--- config.mk ---
export PLATFORM = sky130hd
export DESIGN_NAME = fetch_pc_gen
export DESIGN_NICKNAME = d
export VERILOG_FILES = /design/src/rtl/fetch_pc_gen.sv
export SDC_FILE = /design/constraint.sdc
export NUM_CORES = 1
export LEC_CHECK = 0
export ABC_CLOCK_PERIOD_IN_PS = 13500
export BUFFER_PORTS_ARGS = -buffer_cell sky130_fd_sc_hd__buf_2
export CORE_MARGIN = 2
export CORE_UTILIZATION = 55
export CTS_CLUSTER_SIZE = 40
export DETAILED_ROUTE_END_ITERATION = 16
export PLACE_DENSITY = 0.85
export RECOVER_POWER = 50
export SETUP_SLACK_MARGIN = 0.02
export SYNTH_ARGS = -nofsm -noshare
export SYNTH_HDL_FRONTEND = slang
export SYNTH_SLANG_ARGS = --single-unit
--- constraint.sdc ---
create_clock -name clk -period 13.5 [get_ports clk]
set_input_delay 1.35 -clock clk [delete_from_list [all_inputs] [get_ports clk]]
set_output_delay 1.35 -clock clk [all_outputs]
set_load 0.005 [all_outputs]
--- src/rtl/fetch_pc_gen.sv ---
// Front-end fetch PC generator: holds the fetch PC, offers it over valid/ready,
// advances by 4 through a ripple adder and accepts backend redirects.
// Optional build macro: FETCH_PC_MISALIGN_TRAP_EN (misaligned redirects trap).

module adder #(
    parameter int WIDTH = 32
) (
    input  logic [WIDTH-1:0] a,
    input  logic [WIDTH-1:0] b,
    input  logic             cin,
    output logic [WIDTH-1:0] sum,
    output logic             cout
);
    logic [WIDTH:0] carry;

    assign carry[0] = cin;

    generate
        for (genvar gi = 0; gi < WIDTH; gi++) begin : g_fa
            assign sum[gi]     = a[gi] ^ b[gi] ^ carry[gi];
            assign carry[gi+1] = (a[gi] & b[gi]) | (carry[gi] & (a[gi] ^ b[gi]));
        end
    endgenerate

    assign cout = carry[WIDTH];
endmodule

module fetch_pc_gen #(
    parameter int              XLEN     = 32,
    parameter logic [XLEN-1:0] RESET_PC = 32'h0000_0000,
    parameter int              CNT_W    = 32
) (
    input  logic             clk,
    input  logic             rst,
    input  logic             redirect_valid,
    input  logic [XLEN-1:0]  redirect_pc,
    input  logic             pc_ready,
    output logic             pc_valid,
    output logic [XLEN-1:0]  pc_out,
    output logic [CNT_W-1:0] fetch_count,
    output logic             misalign
);
`ifdef FETCH_PC_MISALIGN_TRAP_EN
    typedef enum logic [1:0] {BOOT, RUN, FLUSH, TRAP} state_t;
`else
    typedef enum logic [1:0] {BOOT, RUN, FLUSH} state_t;
`endif

    localparam logic [XLEN-1:0] PC_STEP = XLEN'(4);

    state_t           state_reg, state_next;
    logic [XLEN-1:0]  pc_reg, pc_next;
    logic [CNT_W-1:0] count_reg, count_next;
    logic [XLEN-1:0]  pc_plus4;
    logic [XLEN-1:0]  redirect_tgt;
    logic             fire;
    logic             unused_cout;

    adder #(.WIDTH(XLEN)) u_pc_inc (
        .a    (pc_reg),
        .b    (PC_STEP),
        .cin  (1'b0),
        .sum  (pc_plus4),
        .cout (unused_cout)
    );

`ifdef FETCH_PC_MISALIGN_TRAP_EN
    // Target kept verbatim so the trap handler sees the faulting address.
    logic redirect_bad;
    assign redirect_tgt = redirect_pc;
    assign redirect_bad = |redirect_pc[1:0];
    assign misalign     = (state_reg == TRAP);
`else
    logic unused_lsbs;
    assign redirect_tgt = {redirect_pc[XLEN-1:2], 2'b00};
    assign unused_lsbs  = ^redirect_pc[1:0];
    assign misalign     = 1'b0;
`endif

    assign fire = (state_reg == RUN) && pc_ready;

    always_comb begin
        state_next = state_reg;
        pc_next    = pc_reg;
        count_next = count_reg;

        // A handshake in the redirect cycle still counts: fetch already took it.
        if (fire) begin
            count_next = count_reg + CNT_W'(1);
        end

        case (state_reg)
            BOOT:    state_next = RUN;
            RUN:     if (fire) pc_next = pc_plus4;
            FLUSH:   state_next = RUN;
`ifdef FETCH_PC_MISALIGN_TRAP_EN
            TRAP:    state_next = TRAP;
`endif
            default: state_next = BOOT;
        endcase

        if (redirect_valid) begin
            pc_next = redirect_tgt;
`ifdef FETCH_PC_MISALIGN_TRAP_EN
            state_next = redirect_bad ? TRAP : FLUSH;
`else
            state_next = FLUSH;
`endif
        end
    end

    always_ff @(posedge clk) begin
        if (rst) begin
            state_reg <= BOOT;
            pc_reg    <= RESET_PC;
            count_reg <= '0;
        end else begin
            state_reg <= state_next;
            pc_reg    <= pc_next;
            count_reg <= count_next;
        end
    end

    assign pc_valid    = (state_reg == RUN);
    assign pc_out      = pc_reg;
    assign fetch_count = count_reg;
endmodule
# Yosys cells after proc, flatten, opt, wreduce, memory -nomap -nowiden
# Index checks and enable logic that the tools add are counted.
# op_classes
addsub	1
eq_ne	3
n_mux	5
bitwise	58
reduce_logical	7
# ops
cell	count
$mux 32	3
$add 32x1->32 const B	1
$xor 1x1->1	29
$and 1x1->1	28
$pmux 2 s2	1
$reduce_bool 2->1	2
$reduce_or 2->1	2
$eq 2x1->1 const B	1
$eq 2x2->1 const B	1
$logic_not 2->1	1
$mux 2	1
$ne 2x2->1 const B	1
$reduce_and 2->1	1
$logic_and 1x1->1	1
$not 1->1	1
# word_totals
ff_bits	64
inputBits	36
out_inout_bits	66

# Longest topological paths before layout
# depth
depth_word	32
depth_mapped	32
ltp_nobuf	32

# Cells and area by module
# A second synthesis with hierarchy kept.
# unflattened
cells_unflattened	424
hier_area_um2	3623.5
# by_module_without_submodules
module	instances	cells_per_inst	area_each_um2	seq_area_each_um2
fetch_pc_gen	1	382	2945.3	1321.3
adder	1	42	678.2	0.0

# Worst setup path after synthesis
# Ideal clock, no wire load.
# synth_timing
kind	register to register
from	register pc_reg[2] (netlist: pc_out[2])
to	register pc_reg[30] (netlist: pc_out[30])
arrival_time_ns	5.525
required_ns	13.430
slack_ns	7.905
path_stages_with_launch	32
n_path_buf	0
period_less_slack_ns	5.595
cell_sequence	dfxtp_1 -> ha_1 -> ha_1 -> ha_1 -> ha_1 -> ha_1 -> ha_1 -> ha_1 -> ha_1 -> ha_1 -> ha_1 -> ha_1 -> ha_1 -> ha_1 -> ha_1 -> ha_1 -> ha_1 -> ha_1 -> ha_1 -> ha_1 -> ha_1 -> ha_1 -> ha_1 -> ha_1 -> ha_1 -> ha_1 -> ha_1 -> ha_1 -> ha_1 -> nand2_1 -> a21o_1 -> a21oi_1
# synth_via
elab_chain_cells	31
# synth_rtl
element	line_no	text
start: declaration	52	logic [XLEN-1:0] pc_reg, pc_next;
start signal: assignment	119	pc_reg <= pc_next;
$and 1x1->1 (27 in a row)	21	assign carry[gi+1] = (a[gi] & b[gi]) | (carry[gi] & (a[gi] ^ b[gi]));
$xor 1x1->1	20	assign sum[gi] = a[gi] ^ b[gi] ^ carry[gi];
$mux 32	94	RUN: if (fire) pc_next = pc_plus4;
$mux 32	92	case (state_reg)
$mux 32	102	if (redirect_valid) begin
# No other way between the ends. The select of a mux whose other input is x is not followed.
# A chain may end at the register's enable or synchronous reset.

# Worst setup path in the final report
# layout_timing
from	register pc_reg[2] (netlist: pc_out[2])
to	register pc_reg[31] (netlist: pc_out[31])
# layout_via
elab_chain_cells	32
# layout_rtl
element	line_no
$and 1x1->1 (28 in a row)	21
$xor 1x1->1	20
$mux 32	94
$mux 32	92
$mux 32	102
# No other way between the ends. The select of a mux whose other input is x is not followed.

==> results.cfg <==
[detailed_routing]
wl_per_cell_um = 13.5
ant_nets = 0
via_per_inst = 5.60
drt-total-wl_mm = 7.78
vias = 3223
drtPass1Iterations = 4
detail_route.iter0.violations = 176
route.detailed.drc = 0

[worst_setup_path]
end_kind = register
cpMostUsedCell = ha_1
rr_startpoint = pc_out[2]
required_ns = 13.76
cp.arrival_ns = 6.32
crit_fanout = 3
path_delay_family = adder cells
critPathKind = reg2reg
cp_slowest_cell = dfxtp_1
r2r_slack_ns = 7.45
crit_buf_inv = 0
startpoint_type = register
r2r_cells = 32
r2r_end = pc_out[31]
slowest_delay_ns = 0.34

[cells_and_area]
n_antenna_cell = 0
area_growth_pct = 17.9
fillers = 540
final_nets = 562
drive_gt1_share_pct = 19.8
multiInputGateArea_um2 = 1990
fin_util_pct = 67.6
ff_latch_area_um2 = 1280
largest_reg_flops = 32

[timing]
worst_pin_slew_ns = 2.47
drv_slew = 101
fin_worst_skew_ns = 0.00637
min_period_over_period_pct = 44.8
period_needed_ns = 6.05
setup_viol = 0
final.setup.worst_slack_ns = 7.45
slew_headroom_pct = -64.5
rsz0062_at_grt = false
finalHoldViolations = 0
fin_tns_setup_ns = 0
max_freq_mhz = 165

[run]
drv_cap = 2

[floorplanning]
io_pins = 102
start_util_pct = 57.3
core-area_um2 = 5990
fp.dieH_um = 83.0
fp.dieW_um = 83.0
die_area_um2 = 6890
row_count = 28

[hold_path]
hp-start = fetch_count[31]
hold_path_class = reg2reg
holdPathEnd = fetch_count[31]
hold_depth = 2

[outcome]
status = finished with violations
violations = capacitance limit, slew limit

[yosys]
async_flop_share_pct = 0
yosys.cell_types.count = 38
synth_top_cells_by_count = nand2_1, dfxtp_1, a21oi_1
yosysWarningCount = 0
yosysSeqAreaShare_pct = 37.3
yosys-top-cells-area = dfxtp_1, nand2_1, ha_1
synth_edf_count = 0
synth_area_leader_cell = dfxtp_1
yosysMostFrequentCell = nand2_1
ys_ff_latch = 64
synth_top_area_share_pct = 37.3
synth_area_per_cell_um2 = 8.27
synth_ff_type = dfxtp_1
syn_area_um2 = 3430
postSynthCellCount = 415

[cts]
cts_max_level = 3
cts_buffer_depth = 2
path_clk_slew_ns = 0.06
postCtsSetupBuffers = 0
cts_inserted_buffers = 9
cts_tree = done
hold_buffers = 0
cts_num_sinks = 64
cts_root_buf = clkbuf_8
cts_resized = 0
worstSkewPairLatency_ns = 0.33

[placed_design]
routabilityCongestion = 0.791
hpwl_mm = 5.34
dp_slack_ns = 7.48
numPortBuffers = 96

[global_routing]
grt_usage_pct = 22.3
grt_pass1_wl_mm = 13.0
grt-ovfl-total = 0
grt_pass1_vias = 2946
grt_max_degree = 72
antenna_found_initial = 0

[pwr]
leakagePower_nw = 1.83
peakVddDrop_mv = 0.0663
p_per_area_nw_per_um2 = 99.9
==> report_power, final <==
part	internal, mW	switching [mW]
clock network	0.102	0.0691
logic	0.0150	0.0188
registers	0.195	0.00464
==> layer usage <==
| metal | global-route usage [%] | wire length (µm) | up-vias |
|---|---|---|---|
| li1 | - | - | 1610 |
| met1 | 27.5 | 3440 | 1508 |
| met2 | 38.8 | 3820 | 90 |
| met3 | 3.28 | 373 | 15 |
| met4 | 9.69 | 140 | 0 |
| met5 | 0 | 0 | - |
==> layout make-up <==
type                            count  area share, %
Multi-Input combinational cell    321           49.2
Sequential cell                    64           31.7
Timing Repair Buffer               98           11.6
Clock buffer                       11           3.25
Tap cell                           75           2.32
Clock inverter                      4           1.73
Inverter                            3          0.278
==> worst min-delay path, cell delays in order (launching register included) <==
cell     delay, ns
dfxtp_1       0.32
o31ai_1       0.06
a21oi_1       0.05
==> worst max-delay path by stage <==
| stage | start | to | slack (ns) | cells after the start |
|---|---|---|---|---|
| CTS | pc_out[2] | pc_out[31] | 7.45 | 32 |
| global placement | pc_out[2] | pc_out[31] | 7.55 | 32 |
| finish | pc_out[2] | pc_out[31] | 7.45 | 32 |
| global route | pc_out[2] | pc_out[31] | 7.13 | 32 |
| floorplan | pc_out[2] | pc_out[30] | 7.90 | 31 |
| detailed placement | pc_out[2] | pc_out[31] | 7.48 | 32 |
==> cells by family (layout without fill, tap and decap cells) <==
logic type / after synthesis / in the layout / synth area share (%)
adders and majority gates: 29 / 29 / 10.6
xor gates and xnor gates: 13 / 13 / 3.32
muxes: 9 / 9 / 2.88
and+or+nand+nor: 183 / 183 / 26.0
buffers and inverters: 32 / 116 / 4.81
other: 1 / 3 / 0.109
DFF: 64 / 64 / 37.3
AOI/OAI and AO/OA: 84 / 84 / 15.0
==> cells in the final DEF (no fill, tap or decap), types with 4 or more instances in the layout <==
cell      count
nand3_1       7
mux2_1        4
nand2_1      97
nor4_1        6
clkbuf_1     24
o21ai_0       4
a21oi_1      42
xor2_1        8
o31ai_1       9
and3_1        5
ha_1         29
or3_1         4
xnor2_1       5
clkbuf_8      9
buf_2        74
or4_1         9
a21o_1       28
nor2b_1       9
dfxtp_1      64
nor2_1       20
nand4_1       9
==> stage by stage <==
step | area [µm²] | hold slack [ns] | instances | power (mW)
2_1_floorplan | 3440 | 0.461 | 417 | 0.224
3_3_place_gp | 3870 | 0.457 | 561 | 0.236
3_5_place_dp | 3870 | 0.472 | 561 | 0.237
4_1_cts | 4080 | 0.481 | 576 | 0.409
5_1_grt | 4050 | 0.524 | 576 | 0.422
6_report | 4050 | 0.479 | 576 | 0.405
Power figures use the tool's default switching activity.
